==> src/rtl/bus_interconnect_pkg.sv <==
// Shared types for the bus interconnect: FSM state encoding and slave address regions.
package bus_pkg;

  localparam int ADDR_W = 32;
  localparam int DATA_W = 32;
  localparam int STRB_W = 4;

  typedef enum logic {
    ST_IDLE = 1'b0,
    ST_BUSY = 1'b1
  } bus_state_e;

  typedef struct packed {
    logic [ADDR_W-1:0] base;
    logic [ADDR_W-1:0] mask;
  } slave_region_t;

  function automatic logic region_hit(logic [ADDR_W-1:0] addr, slave_region_t region);
    return (addr & region.mask) == region.base;
  endfunction

endpackage

==> src/rtl/bus_interconnect_if.sv <==
// Bus bundle between N masters, the interconnect and M slaves.
// 'master' is the view of everything around the interconnect; 'slave' is the interconnect itself.
interface bus_interconnect_if
  import bus_pkg::*;
#(
  parameter int NUM_MASTERS = 2,
  parameter int NUM_SLAVES  = 5
) ();

  logic [NUM_MASTERS-1:0][ADDR_W-1:0] m_address_in;
  logic [NUM_MASTERS-1:0]             m_read_in;
  logic [NUM_MASTERS-1:0]             m_write_in;
  logic [NUM_MASTERS-1:0][STRB_W-1:0] m_write_mask_in;
  logic [NUM_MASTERS-1:0][DATA_W-1:0] m_write_value_in;
  logic [NUM_MASTERS-1:0][DATA_W-1:0] m_read_value_out;
  logic [NUM_MASTERS-1:0]             m_ready_out;
  logic [NUM_MASTERS-1:0]             m_fault_out;

  logic [ADDR_W-1:0]                  address_out;
  logic                               read_out;
  logic [STRB_W-1:0]                  write_mask_out;
  logic [DATA_W-1:0]                  write_value_out;
  logic [NUM_SLAVES-1:0]              sel_out;
  logic [NUM_SLAVES-1:0][DATA_W-1:0]  s_read_value_in;
  logic [NUM_SLAVES-1:0]              s_ready_in;

  modport master (
    output m_address_in, m_read_in, m_write_in, m_write_mask_in, m_write_value_in,
    output s_read_value_in, s_ready_in,
    input  m_read_value_out, m_ready_out, m_fault_out,
    input  address_out, read_out, write_mask_out, write_value_out, sel_out
  );

  modport slave (
    input  m_address_in, m_read_in, m_write_in, m_write_mask_in, m_write_value_in,
    input  s_read_value_in, s_ready_in,
    output m_read_value_out, m_ready_out, m_fault_out,
    output address_out, read_out, write_mask_out, write_value_out, sel_out
  );

endinterface

==> src/rtl/bus_interconnect_rr_arbiter.sv <==
// Combinational round-robin arbiter: first requester at or after ptr, wrapping.
module rr_arbiter #(
  parameter int NUM_MASTERS = 2,
  parameter int IDX_W       = 1
) (
  input  logic [NUM_MASTERS-1:0] req,
  input  logic [IDX_W-1:0]       ptr,
  output logic [NUM_MASTERS-1:0] grant_oh,
  output logic [IDX_W-1:0]       grant_idx
);

  logic [IDX_W-1:0] cand;

  // Scan offsets from far to near so the closest requester to ptr is written last.
  always_comb begin
    grant_oh  = '0;
    grant_idx = '0;
    cand      = '0;
    for (int k = NUM_MASTERS - 1; k >= 0; k--) begin
      cand = IDX_W'((int'(ptr) + k) % NUM_MASTERS);
      if (req[cand]) begin
        grant_oh       = '0;
        grant_oh[cand] = 1'b1;
        grant_idx      = cand;
      end
    end
  end

endmodule

==> src/rtl/bus_interconnect.sv <==
// N-master to M-slave shared-bus interconnect with round-robin arbitration,
// address decode, unmapped-address fault and BUSY timeout.
module bus_interconnect
  import bus_pkg::*;
#(
  parameter int NUM_MASTERS = 2,
  parameter int NUM_SLAVES  = 5,
  parameter logic [NUM_SLAVES*32-1:0] SLAVE_BASE =
    {32'h0000_0000, 32'h0001_0000, 32'h0002_0000, 32'h0003_0000, 32'h0100_0000},
  parameter logic [NUM_SLAVES*32-1:0] SLAVE_MASK =
    {32'hFFFF_0000, 32'hFFFF_FFFC, 32'hFFFF_FFF0, 32'hFFFF_FFF0, 32'hFF00_0000},
  parameter int TIMEOUT_CYCLES = 255
) (
  input  logic              clk,
  input  logic              reset,
  bus_interconnect_if.slave bus
);

  localparam int IDX_W = (NUM_MASTERS > 1) ? $clog2(NUM_MASTERS) : 1;
  localparam int SEL_W = (NUM_SLAVES > 1) ? $clog2(NUM_SLAVES) : 1;
  localparam int TMO_W = (TIMEOUT_CYCLES > 0) ? $clog2(TIMEOUT_CYCLES + 1) : 1;
  localparam logic [TMO_W-1:0] TMO_LIMIT = TMO_W'(TIMEOUT_CYCLES);
  localparam bit TMO_EN = (TIMEOUT_CYCLES != 0);

  bus_state_e       state_reg;
  logic [IDX_W-1:0] rr_ptr_reg;
  logic [IDX_W-1:0] grant_reg;
  logic [TMO_W-1:0] tmo_cnt_reg;

  logic [NUM_MASTERS-1:0] req_vec;
  logic [NUM_MASTERS-1:0] arb_oh;
  logic [IDX_W-1:0]       arb_idx;
  logic [IDX_W-1:0]       next_ptr;

  logic [ADDR_W-1:0]     gnt_addr;
  logic                  gnt_rd;
  logic                  gnt_wr;
  logic [NUM_SLAVES-1:0] hit_vec;
  logic [SEL_W-1:0]      sel_idx;
  logic                  any_hit;
  logic                  busy;
  logic                  slave_rdy;
  logic                  tmo_hit;
  logic                  xfer_done;
  logic                  xfer_fault;

  for (genvar gi = 0; gi < NUM_MASTERS; gi++) begin : g_req
    assign req_vec[gi] = bus.m_read_in[gi] | bus.m_write_in[gi];
  end

  rr_arbiter #(
    .NUM_MASTERS (NUM_MASTERS),
    .IDX_W       (IDX_W)
  ) u_arb (
    .req       (req_vec),
    .ptr       (rr_ptr_reg),
    .grant_oh  (arb_oh),
    .grant_idx (arb_idx)
  );

  assign gnt_addr = bus.m_address_in[grant_reg];
  assign gnt_rd   = bus.m_read_in[grant_reg];
  assign gnt_wr   = bus.m_write_in[grant_reg];

  // Region 0 is the leftmost entry of the base/mask concatenations.
  for (genvar gi = 0; gi < NUM_SLAVES; gi++) begin : g_decode
    localparam slave_region_t REGION = '{
      base: SLAVE_BASE[(NUM_SLAVES-1-gi)*32 +: 32],
      mask: SLAVE_MASK[(NUM_SLAVES-1-gi)*32 +: 32]
    };
    assign hit_vec[gi] = region_hit(gnt_addr, REGION);
  end

  always_comb begin
    sel_idx = '0;
    any_hit = 1'b0;
    for (int i = NUM_SLAVES - 1; i >= 0; i--) begin
      if (hit_vec[i]) begin
        sel_idx = SEL_W'(i);
        any_hit = 1'b1;
      end
    end
  end

  assign busy       = (state_reg == ST_BUSY);
  assign slave_rdy  = any_hit & bus.s_ready_in[sel_idx];
  assign tmo_hit    = TMO_EN && (tmo_cnt_reg == TMO_LIMIT);
  assign xfer_done  = busy & (~any_hit | slave_rdy | tmo_hit);
  assign xfer_fault = busy & (~any_hit | (tmo_hit & ~slave_rdy));
  assign next_ptr   = (grant_reg == IDX_W'(NUM_MASTERS - 1)) ? '0 : grant_reg + IDX_W'(1);

  always_comb begin
    bus.address_out      = '0;
    bus.read_out         = 1'b0;
    bus.write_mask_out   = '0;
    bus.write_value_out  = '0;
    bus.sel_out          = '0;
    bus.m_ready_out      = '0;
    bus.m_fault_out      = '0;
    bus.m_read_value_out = '0;
    if (busy) begin
      bus.address_out     = gnt_addr;
      bus.read_out        = gnt_rd & ~gnt_wr;
      bus.write_mask_out  = gnt_wr ? bus.m_write_mask_in[grant_reg] : '0;
      bus.write_value_out = bus.m_write_value_in[grant_reg];
      if (any_hit) begin
        bus.sel_out = NUM_SLAVES'(1) << sel_idx;
      end
      bus.m_ready_out[grant_reg] = xfer_done;
      bus.m_fault_out[grant_reg] = xfer_fault;
      if (slave_rdy) begin
        bus.m_read_value_out[grant_reg] = bus.s_read_value_in[sel_idx];
      end
    end
  end

  // tmo_cnt_reg holds the 1-based index of the current BUSY cycle.
  always_ff @(posedge clk) begin
    if (reset) begin
      state_reg   <= ST_IDLE;
      rr_ptr_reg  <= '0;
      grant_reg   <= '0;
      tmo_cnt_reg <= '0;
    end else begin
      case (state_reg)
        ST_IDLE: begin
          if (|arb_oh) begin
            grant_reg   <= arb_idx;
            tmo_cnt_reg <= TMO_W'(1);
            state_reg   <= ST_BUSY;
          end
        end
        ST_BUSY: begin
          if (xfer_done) begin
            state_reg   <= ST_IDLE;
            rr_ptr_reg  <= next_ptr;
            tmo_cnt_reg <= '0;
          end else begin
            tmo_cnt_reg <= tmo_cnt_reg + TMO_W'(1);
          end
        end
        default: state_reg <= ST_IDLE;
      endcase
    end
  end

endmodule

==> src/flat_wrapper.sv <==
// flat-port wrapper written by rule: the top's interface ports become plain ports
module bus_interconnect_flat import bus_pkg::*;
#(
  parameter int NUM_MASTERS = 2,
  parameter int NUM_SLAVES  = 5,
  parameter logic [NUM_SLAVES*32-1:0] SLAVE_BASE =
    {32'h0000_0000, 32'h0001_0000, 32'h0002_0000, 32'h0003_0000, 32'h0100_0000},
  parameter logic [NUM_SLAVES*32-1:0] SLAVE_MASK =
    {32'hFFFF_0000, 32'hFFFF_FFFC, 32'hFFFF_FFF0, 32'hFFFF_FFF0, 32'hFF00_0000},
  parameter int TIMEOUT_CYCLES = 255
)
  (clk, reset, bus_m_address_in, bus_m_read_in, bus_m_write_in, bus_m_write_mask_in, bus_m_write_value_in, bus_s_read_value_in, bus_s_ready_in, bus_m_read_value_out, bus_m_ready_out, bus_m_fault_out, bus_address_out, bus_read_out, bus_write_mask_out, bus_write_value_out, bus_sel_out);
  bus_interconnect_if #(.NUM_MASTERS(NUM_MASTERS), .NUM_SLAVES(NUM_SLAVES)) bus_i ();
  input  logic clk;
  input  logic reset;
  input wire logic [$bits(bus_i.m_address_in)-1:0] bus_m_address_in;
  input wire logic [$bits(bus_i.m_read_in)-1:0] bus_m_read_in;
  input wire logic [$bits(bus_i.m_write_in)-1:0] bus_m_write_in;
  input wire logic [$bits(bus_i.m_write_mask_in)-1:0] bus_m_write_mask_in;
  input wire logic [$bits(bus_i.m_write_value_in)-1:0] bus_m_write_value_in;
  input wire logic [$bits(bus_i.s_read_value_in)-1:0] bus_s_read_value_in;
  input wire logic [$bits(bus_i.s_ready_in)-1:0] bus_s_ready_in;
  output wire logic [$bits(bus_i.m_read_value_out)-1:0] bus_m_read_value_out;
  output wire logic [$bits(bus_i.m_ready_out)-1:0] bus_m_ready_out;
  output wire logic [$bits(bus_i.m_fault_out)-1:0] bus_m_fault_out;
  output wire logic [$bits(bus_i.address_out)-1:0] bus_address_out;
  output wire logic [$bits(bus_i.read_out)-1:0] bus_read_out;
  output wire logic [$bits(bus_i.write_mask_out)-1:0] bus_write_mask_out;
  output wire logic [$bits(bus_i.write_value_out)-1:0] bus_write_value_out;
  output wire logic [$bits(bus_i.sel_out)-1:0] bus_sel_out;
  assign bus_i.m_address_in = bus_m_address_in;
  assign bus_i.m_read_in = bus_m_read_in;
  assign bus_i.m_write_in = bus_m_write_in;
  assign bus_i.m_write_mask_in = bus_m_write_mask_in;
  assign bus_i.m_write_value_in = bus_m_write_value_in;
  assign bus_i.s_read_value_in = bus_s_read_value_in;
  assign bus_i.s_ready_in = bus_s_ready_in;
  assign bus_m_read_value_out = bus_i.m_read_value_out;
  assign bus_m_ready_out = bus_i.m_ready_out;
  assign bus_m_fault_out = bus_i.m_fault_out;
  assign bus_address_out = bus_i.address_out;
  assign bus_read_out = bus_i.read_out;
  assign bus_write_mask_out = bus_i.write_mask_out;
  assign bus_write_value_out = bus_i.write_value_out;
  assign bus_sel_out = bus_i.sel_out;
  bus_interconnect #(.NUM_MASTERS(NUM_MASTERS), .NUM_SLAVES(NUM_SLAVES), .SLAVE_BASE(SLAVE_BASE), .SLAVE_MASK(SLAVE_MASK), .TIMEOUT_CYCLES(TIMEOUT_CYCLES)) u_core (.clk(clk), .reset(reset), .bus(bus_i));
endmodule
==> config.mk <==
export PLATFORM = sky130hd
export DESIGN_NAME = bus_interconnect_flat
export DESIGN_NICKNAME = d
export VERILOG_FILES = /design/src/rtl/bus_interconnect_pkg.sv /design/src/rtl/bus_interconnect_if.sv /design/src/rtl/bus_interconnect_rr_arbiter.sv /design/src/rtl/bus_interconnect.sv /design/src/flat_wrapper.sv
export SDC_FILE = /design/constraint.sdc
export NUM_CORES = 1
export LEC_CHECK = 0
export CAP_MARGIN = 20
export CELL_PAD_IN_SITES_DETAIL_PLACEMENT = 2
export CELL_PAD_IN_SITES_GLOBAL_PLACEMENT = 2
export CORE_MARGIN = 2
export CORE_UTILIZATION = 12
export DETAILED_ROUTE_END_ITERATION = 8
export GPL_TIMING_DRIVEN = 0
export PLACE_DENSITY_LB_ADDON = 0.1
export REMOVE_ABC_BUFFERS = 1
export SETUP_SLACK_MARGIN = 0.4
export SLEW_MARGIN = 5
export SYNTH_ARGS = -nofsm -noshare
export SYNTH_HDL_FRONTEND = slang
export SYNTH_SLANG_ARGS = --single-unit
==> constraint.sdc <==
create_clock -name clk -period 11.8 [get_ports clk]
set_input_delay 3.54 -clock clk [delete_from_list [all_inputs] [get_ports clk]]
set_output_delay 3.54 -clock clk [all_outputs]
set_load 0.01 [all_outputs]
# After elaboration in Yosys (flattened, before gate mapping)

Index checks and enable logic that the tools add are counted.
Widths: inputs -> output; s select.

Shifts and indexed selects: 1
$mul: 0
Add/sub/neg operators: 3
Eq/ne operators: 6
Muxes and demuxes: 58
Div/mod/pow operators: 0
Magnitude comparators: 7
Bitwise operators: 17
Reductions and logical operators: 7

Operator list:

| cell                 | number |
|---|---|
| $mux 32              | 8 |
| $mux 64              | 2 |
| $bmux 32 s3          | 1 |
| $and 64x64->64       | 1 |
| $eq 28x14->1 const B | 2 |
| $demux 32 s1         | 1 |
| $logic_not 32->1     | 1 |
| $eq 30x15->1 const B | 1 |
| $mux 1               | 23 |
| $mux 4               | 4 |
| $mux 8               | 2 |
| $pmux 8 s2           | 1 |
| $mux 3               | 5 |
| $mux 5               | 2 |
| $add 8x1->8 const B  | 1 |
| $eq 8x1->1 const B   | 1 |
| $eq 8x8->1 const B   | 1 |
| $mux 2               | 4 |
| $lt 1x2->1 const B   | 3 |
| $and 1x1->1          | 5 |
| $or 1x1->1           | 5 |
| $shl 1x3->5 const A  | 1 |
| $and 2x2->2          | 2 |
| $lt 3x4->1 const B   | 1 |
| other kinds (10)     | 21 |

Bits in latches: 0
Output and inout bits: 142
Memories: 0
Bits in read-only memories: 0
Word-level logic and storage cells: 103
Register bits: 11
Input port bits: 307
Bits in writable memories: 0

# Longest topological paths before layout

Gate-level depths: netlist of the first run.

Word-level depth: 17
Depth in mapped cells: 11
Mapped depth without buffers: 7

# Hierarchy

A second synthesis of the first run with hierarchy kept.

Cells, all modules: 584
Area total of the unflattened synthesis: 3557.2 µm²

By module, submodules not included:

| module           | times used | area an instance (µm²) | cells an instance |
|---|---|---|---|
| bus_interconnect | 1          | 3530.9                 | 580 |
| rr_arbiter       | 1          | 26.3                   | 4 |

# Worst setup path after synthesis of the first run

No wires, ideal clock.

Path type: input to output
Start: in bus_m_address_in[57]
End: out bus_m_read_value_out[2]
Arrival time: 5655 ps
Setup slack: 2605 ps
Cell stages on the path: 9
Path through: nor4b_1 -> nand2_1 -> a21oi_1 -> mux2_2 -> a211o_1 -> or3_1 -> clkbuf_1 -> buf_2 -> nor2_1

Cells in the longest elaborated chain, start to end: 13
Elaborated cells between the ends (all ways): 25
Classes of those cells: eq/ne (4); mux (18); bitwise (2); reduce/logical (1)

Ends and longest elaborated chain:

| what                                                           | RTL line                                        | source |
|---|---|---|
| from (decl)                                                    | flat_wrapper.sv:16                              | `input wire logic [$bits(bus_i.m_address_in)-1:0] bus_m_address_in;` |
| $mux 32 (implied by the code) * (2 in a row)                   | bus_interconnect.sv:61                          | `assign gnt_addr = bus.m_address_in[grant_reg];` |
| $eq 8x1->1                                                     | bus_interconnect_pkg.sv:19                      | `return (addr & region.mask) == region.base;` |
| $mux 3 (5 in a row)                                            | bus_interconnect.sv:78                          | `if (hit_vec[i]) begin` |
| $bmux 32 s3 / $bmux 1 s3 (equally long branches)               | bus_interconnect.sv:112, bus_interconnect.sv:86 |  |
| $mux 32 (implied by the code) / $mux 1 (equally long branches) | bus_interconnect.sv:112, bus_interconnect.sv:86 |  |
| $and 64x64->64 (no line) / $and 1x1->1 (equally long branches) | -                                               |  |
| $mux 64 *                                                      | bus_interconnect.sv:111                         | `if (slave_rdy) begin` |
| $mux 64 *                                                      | bus_interconnect.sv:101                         | `if (busy) begin` |
| to (decl)                                                      | flat_wrapper.sv:23                              | `output wire logic [$bits(bus_i.m_read_value_out)-1:0] bus_m_read_value_out;` |

Every way passes the cells marked *; elsewhere a longest branch is shown, timed or not. The select of a mux whose other input is x is not followed.

# Worst setup path after layout of the first run

Start: in bus_m_address_in[37]
End: out bus_m_read_value_out[27]

Cells in the longest elaborated chain, start to end: 12
Elaborated cells between the ends (all ways): 21
Classes of those cells: eq/ne (3); mux (16); bitwise (2)

Ends and longest elaborated chain:

| what                                                           | RTL line |
|---|---|
| $mux 32 (implied by the code) * (2 in a row)                   | bus_interconnect.sv:61 |
| $eq 28x14->1                                                   | bus_interconnect_pkg.sv:19 |
| $mux 3 (4 in a row)                                            | bus_interconnect.sv:78 |
| $bmux 32 s3 / $bmux 1 s3 (equally long branches)               | bus_interconnect.sv:112, bus_interconnect.sv:86 |
| $mux 32 (implied by the code) / $mux 1 (equally long branches) | bus_interconnect.sv:112, bus_interconnect.sv:86 |
| $and 64x64->64 (no line) / $and 1x1->1 (equally long branches) | - |
| $mux 64 *                                                      | bus_interconnect.sv:111 |
| $mux 64 *                                                      | bus_interconnect.sv:101 |

Marks and branches as above.

==> impl_metrics.csv, run 1 <==
group,metric,value,unit
cts,cts_root_buf,"clkbuf_16",
sta,fmax,0.09070,GHz
sta,hold_viol,0,
grt,grt_overflow,0,
drt,firstDrtPassIters,4,
synth,synthArstFlopShare,0,%
cts,clkSlewWorstSetupHoldPaths,0.04,ns
drt,drt-total-wl,30820,um
synth,ys_warn_count,0,
hold_path,hold_path_class,"reg2reg",
cts,cts_tree,"built",
placed_design,dp_hpwl,25170,um
grt,grt_max_degree,84,
sta,worstMarginPinSlew,0.9481,ns
sta,period_share,93.44,%
placed_design,dp_cells,1361,
grt,antenna_found_initial,10,
grt,grt.total_usage,18.28,%
cells_and_area,final_util,28.93,%
setup_path,cpMostUsedCell,"clkdlybuf4s50_1",
cts,clockBufferDepth,2,
pwr,ir_drop,0.00003550,V
pwr,switching_power,111.6,uW
synth,synth_cells,565,
cells_and_area,final_area,0.008827,mm2
pwr,combPwrFrac,68.0,%
setup_path,r2r_start,"u_core.grant_reg",
sta,layout_min_cycle_time,11.03,ns
pwr,leakage,2.775,nW
cells_and_area,nets,1278,
synth,ys.flop_type,"dfxtp_1",
setup_path,max_stage_delay,0.80,ns
pwr,p_int,240.5,uW
sta,fin_skew,0.001138,ns
hold_path,min_path_cells,2,
cells_and_area,fillers,3493,
synth,synth_area_leaders,"mux2i_1, nor2b_1, o41a_1, nor3_1, nor2_1",
setup_path,crit_arrival,7.49,ns
setup_path,rrSetupSlack,8.09,ns
die,pin_count,449,
placed_design,pre_cts_ws,0.5052,ns
grt,grt_pass1_wl,45490,um
drt,ant_nets,0,
die,die_w,179.6,um
sta,worst_hold_slack,0.4851,ns
pwr,power.density,39.89,mW/mm2
synth,synth_top_cell_by_area,"mux2i_1",
drt,route.detailed.drc,0,
cts,htree_levels,1,
die,die_area,0.03225,mm2
placed_design,portBuffers,448,
setup_path,slowest_stage,"and3_2",
cells_and_area,stdcell_count,1373,
sta,slew_headroom,35.90,%
synth,netlist_area,0.003700,mm2
cells_and_area,syn2layout_area_growth,138.6,%
placed_design,dpl_cell_area,0.008723,mm2
cells_and_area,largest_register_ffs,8,
hold_path,holdPathEnd,"u_core.rr_ptr_reg",
synth,ys_ff_latch,11,
die,coreArea,0.03051,mm2
synth,synth_edf_count,0,
setup_path,startpoint_type,"input pin",
run_status,outcome,"complete, no violations",
setup_path,reg2reg_depth,8,
cts,tritoncts.num_buffers,3,
sta,report.final.slew_viol_count,0,
drt,post_drt_wl_per_cell,22.44,um
die,die_h,179.6,um
cts,post-cts-setup-buffer-count,0,
placed_design,gp_congestion,0.7573,
setup_path,crit_type,"in2out",
drt,drt-initial-drc-count,137,
setup_path,required,8.26,ns
cells_and_area,drive_gt1_share,2.993,%
setup_path,rr_endpoint,"u_core.tmo_cnt_reg[3]",
pwr,pwr-share-seq,13.9,%
sta,rsz0062_at_grt,"no",
synth,synth_top_area_share,17.31,%
pwr,clkPwrFrac,18.0,%
synth,syn_avg_cell_area,6.548,um2
die,start_util,12.13,%
drt,avgViaCountPerCell,4.464,
cts,worstSkewPairLatency,0.24,ns
setup_path,end_kind,"output port",
hold_path,hp-start,"u_core.rr_ptr_reg",
pwr,power_switching_share,31.68,%
die,rows,64,
drt,vias,6129,
job,max_cap_viol_count,0,
grt,grt_pass1_vias,6664,
cts,cts.sinks,11,
setup_path,crit_chain,"clkdlybuf4s50_1 -> nor4b_1 -> nand4_1 -> a221oi_2 -> and3_2 -> o32ai_1 -> o41a_1 -> nor2_1 -> clkdlybuf4s50_1",
setup_path,cp_max_fo,32,
synth,synth_cell_types,48,
sta,setup_violations,0,
synth,seq_area_frac_synth,5.952,%
sta,fin_ws,0.7746,ns
through the flow:
| step | setup TNS (ns) | total power [mW] |
|---|---|---|
| floorplan | 0 | 0.1197 |
| global placement | -256.09 | 0.2895 |
| detailed placement | 0 | 0.2923 |
| CTS | 0 | 0.3586 |
| global route | 0 | 0.3746 |
| finish | 0 | 0.3521 |
power by group through the flow:
stage	Clock, mW	Sequential [mW]	Combinational (mW)
2_1_floorplan	0	0.0498	0.0700
3_3_place_gp	0	0.0569	0.233
3_5_place_dp	0	0.0503	0.242
4_1_cts	0.0653	0.0497	0.244
5_1_grt	0.0677	0.0506	0.256
6_report	0.0635	0.0491	0.239
worst max-delay path by stage:
stage                                     endpoint  depth (start not counted)            startpoint  slack [ns]
after global placement     bus_m_read_value_out[0]                          9  bus_m_address_in[59]       -3.93
after CTS                  bus_m_read_value_out[0]                         11  bus_m_address_in[57]        0.48
after global routing      bus_m_read_value_out[32]                         11  bus_m_address_in[57]        0.54
after detailed placement   bus_m_read_value_out[0]                         11  bus_m_address_in[57]        0.51
final                     bus_m_read_value_out[27]                          9  bus_m_address_in[37]        0.77
after floorplan            bus_m_read_value_out[0]                          7  bus_m_address_in[57]        0.11
area by class of cell:
cell class	count	area, um2	area share (%)
inverter	5	18.77	0.2126
antenna	8	20.02	0.2268
sequential	11	227.7	2.580
clock buffer	3	75.07	0.8505
clock inverter	1	5.005	0.05670
multi-input combinational	490	3264	36.98
timing repair buffer	459	4721	53.48
tap	396	495.5	5.613
worst max-delay path: cells and delay by family:
kind / cells / cell delay (ns)
and+or+nand+nor: 4 / 1.69
buffers and inverters: 2 / 1.01
AOI/OAI and AO/OA: 3 / 1.21
per-layer routing:
metal  vias to the layer above  part of all wire [%]  wire [um]  GRT usage [%]
met5                         -                 0.081         25              0
met1                      2956                    38      11820          20.06
met3                        25                   6.2       1899          4.822
li1                       2925                     -          -              -
met2                       219                    54      16660          35.00
met4                         4                   1.3        406          3.707
cells in the final DEF, fill, tap and decap left out, drive strengths merged, types with 2 or more instances in the layout:
cell type,instances
and3,4
and2,6
nor2b,76
inv,5
o2111ai,3
a21oi,7
o21ai,4
or3,2
nand2,49
nand2b,2
o32ai,34
buf,11
nand3,8
mux2i,64
nor2,86
a211oi,3
a221oi,2
nor3,69
nor4,8
clkdlybuf4s50,448
a32oi,5
dfxtp,11
nand4,3
clkbuf,3
mux2,2
a41oi,2
nor4b,3
diode,8
o41a,32
Yosys cell counts, types with 6 or more instances:
| master | number |
|---|---|
| o41a_1 | 32 |
| dfxtp_1 | 11 |
| nor4_1 | 8 |
| nand2_1 | 49 |
| nand3_1 | 8 |
| nor2_1 | 86 |
| buf_2 | 7 |
| a21oi_1 | 7 |
| nor3_1 | 69 |
| and2_1 | 6 |
| nor2b_1 | 76 |
| mux2i_1 | 64 |
| o32ai_1 | 34 |
| clkbuf_1 | 43 |
cell families after synthesis:
kind of cell,Yosys count,synth area share [%]
multiplexers,66,17.92
AO/OA/AOI/OAI,102,25.36
XOR/XNOR,1,0.2368
adder cells (fa/ha/maj),1,0.3381
buffers and inverters,64,7.338
AND/OR/NAND/NOR,320,42.85
flip-flops,11,5.952
repair_timing:
action,4_1_cts,5_1_grt
hold buffers,0,0
endpoints found under the setup margin,0,6
hold endpoints to repair,0,0
resized for setup,0,1
Power figures use the tool's default switching activity.
==> run 2: changes to the inputs <==
- ABC_AREA: default -> 0
- CORE_UTILIZATION: 12 -> 11
- SYNTH_HIERARCHICAL: default -> 1
==> impl_metrics.csv, run 2 <==
group,metric,value,unit
sta,hold_viol,0,
drt,firstDrtPassIters,4,
grt,antenna_found_initial,7,
sta,layout_min_cycle_time,11.03,ns
synth,synth_area_leaders,"nor2_1, mux2i_1, mux2_2, nand2_1, dfxtp_1",
cells_and_area,drive_gt1_share,6.793,%
drt,route.detailed.drc,0,
drt,ant_nets,0,
sta,fin_skew,0.0003743,ns
cells_and_area,final_common_cell,"clkdlybuf4s50_1",
synth,synthArstFlopShare,0,%
synth,ys_warn_count,6,
setup_path,max_stage_delay,0.69,ns
synth,ys_ff_latch,11,
synth,netlist_top_cells_count,"nor2_1, nand2_1, mux2i_1, mux2_2, a31oi_1",
pwr,power_switching_share,34.13,%
cts,cts_resized,0,
cts,clockBufferDepth,2,
sta,rsz0062_at_grt,"no",
run_status,outcome,"complete, no violations",
pwr,power.density,44.58,mW/mm2
sta,worst_hold_slack,0.4730,ns
setup_path,crit_chain,"clkdlybuf4s50_1 -> mux2_2 -> nor2_1 -> a22oi_1 -> o32ai_2 -> nand4b_1 -> buf_6 -> buf_8 -> nor2_1 -> clkdlybuf4s50_1",
drt,post_drt_wl_per_cell,21.37,um
drt,avgViaCountPerCell,4.194,
pwr,leakage,3.085,nW
cts,tritoncts.num_buffers,3,
drt,drt-total-wl,30150,um
pwr,combPwrFrac,71.6,%
setup_path,slowest_stage,"nand4b_1",
sta,report.final.slew_viol_count,0,
grt,grt_pass1_vias,6497,
sta,fmax,0.09067,GHz
cts,cts_root_buf,"clkbuf_16",
setup_path,crit_arrival,7.49,ns
placed_design,gp_congestion,0.7088,
drt,vias,5918,
die,die_h,183.8,um
pwr,pwr-share-seq,12.5,%
placed_design,dpl_cell_area,0.008572,mm2
setup_path,path_delay_family,"buffers and inverters",
synth,syn_avg_cell_area,6.091,um2
sta,fin_ws,0.7715,ns
cts,clkSlewWorstSetupHoldPaths,0.04,ns
cells_and_area,largest_register_ffs,8,
synth,netlist_area,0.003557,mm2
die,rows,65,
die,start_util,11.21,%
grt,grt_max_degree,51,
cells_and_area,syn2layout_area_growth,143.8,%
setup_path,startpoint_type,"input pin",
placed_design,dp_cells,1399,
die,pin_count,449,
grt,grt_overflow,0,
synth,synth_top_cell_by_area,"nor2_1",
pwr,p_int,254.7,uW
cells_and_area,stdcell_count,1411,
placed_design,pre_cts_ws,0.5961,ns
synth,synth_top_area_share,18.68,%
cts,cts.sinks,11,
hold_path,hold_path_class,"reg2reg",
cells_and_area,nets,1310,
pwr,ir_drop,0.00004393,V
setup_path,end_kind,"output port",
synth,synth_cells,584,
cells_and_area,final_area,0.008671,mm2
setup_path,crit_buf_inv,4,
grt,grt.total_usage,16.99,%
pwr,clkPwrFrac,15.9,%
cts,hold_buffers,0,
cells_and_area,final_cell_mix,"clkdlybuf4s50_1, nor2_1, nand2_1, mux2i_1, mux2_2",
setup_path,crit_type,"in2out",
sta,slew_headroom,41.31,%
placed_design,portBuffers,448,
sta,tns,0,ns
cells_and_area,final_util,27.34,%
synth,synth_edf_count,0,
synth,ys.flop_type,"dfxtp_1",
job,max_cap_viol_count,0,
die,coreArea,0.03172,mm2
cts,cts_tree,"built",
die,die_area,0.03379,mm2
sta,period_share,93.46,%
setup_path,cp_max_fo,35,
pwr,power,386.6,uW
synth,synth_cell_types,56,
synth,yosysMostFrequentCell,"nor2_1",
cts,post-cts-setup-buffer-count,0,
pwr,switching_power,131.9,uW
drt,drt-initial-drc-count,149,
cts,worstSkewPairLatency,0.23,ns
placed_design,dp_hpwl,25270,um
synth,seq_area_frac_synth,6.191,%
sta,setup_violations,0,
grt,grt_pass1_wl,43140,um
die,die_w,183.8,um
sta,worstMarginPinSlew,0.8804,ns
cts,htree_levels,1,
setup_path,required,8.26,ns
[run 2: area by class of cell]
type                    instances  area (um2)
repair buffers                459        4688
clock buffers                   4       78.83
fillers                      3724       23050
inverters                       4       17.52
flip-flops and latches         11       224.0
multi-input cells             523        3139
well taps                     402       503.0
diodes                          8       20.02
[run 2: path summary, 6_finish.rpt]
check                                           start                  endpoint  slack, ns  cells after the start
worst max-delay path             bus_m_address_in[48]  bus_m_read_value_out[19]       0.77                     10
worst min-delay path            u_core/tmo_cnt_reg[1]     u_core/tmo_cnt_reg[1]       0.47                      2
worst max register to register       u_core/grant_reg         u_core/rr_ptr_reg       8.31                      7
worst min register to register  u_core/tmo_cnt_reg[1]     u_core/tmo_cnt_reg[1]       0.47                      2
[run 2: power groups by stage]
stage	combinational, mW	sequential (mW)	clock [mW]
global placement	0.274	0.0562	0
detailed placement	0.280	0.0493	0
finish	0.277	0.0483	0.0615
global route	0.299	0.0494	0.0670
CTS	0.282	0.0487	0.0648
floorplan	0.0923	0.0508	0
[run 2: worst register-to-register path, stage by stage (launching register included)]
cell and delay, ns:
dfxtp_4 0.78, buf_16 0.36, mux2_2 0.74, nor2_1 0.29
nand2_1 0.12, a31oi_2 0.57, a21oi_2 0.18, mux2_4 0.33
[run 2: cell families after synthesis]
logic type | after synthesis | share of synthesized area, %
flip-flops | 11 | 6.191
adder cells (fa/ha/maj) | 1 | 0.3517
multiplexers | 99 | 29.34
buffers and inverters | 50 | 6.261
AO/OA/AOI/OAI | 100 | 18.92
AND/OR/NAND/NOR | 321 | 38.45
XOR/XNOR | 2 | 0.4925
[run 2: metal layers]
layer,wire length [um],GRT usage [%],up-vias
li1,-,-,2891
met1,11080,17.75,2779
met2,16190,33.28,226
met3,2442,5.289,20
met4,424,3.008,2
met5,18,0,-
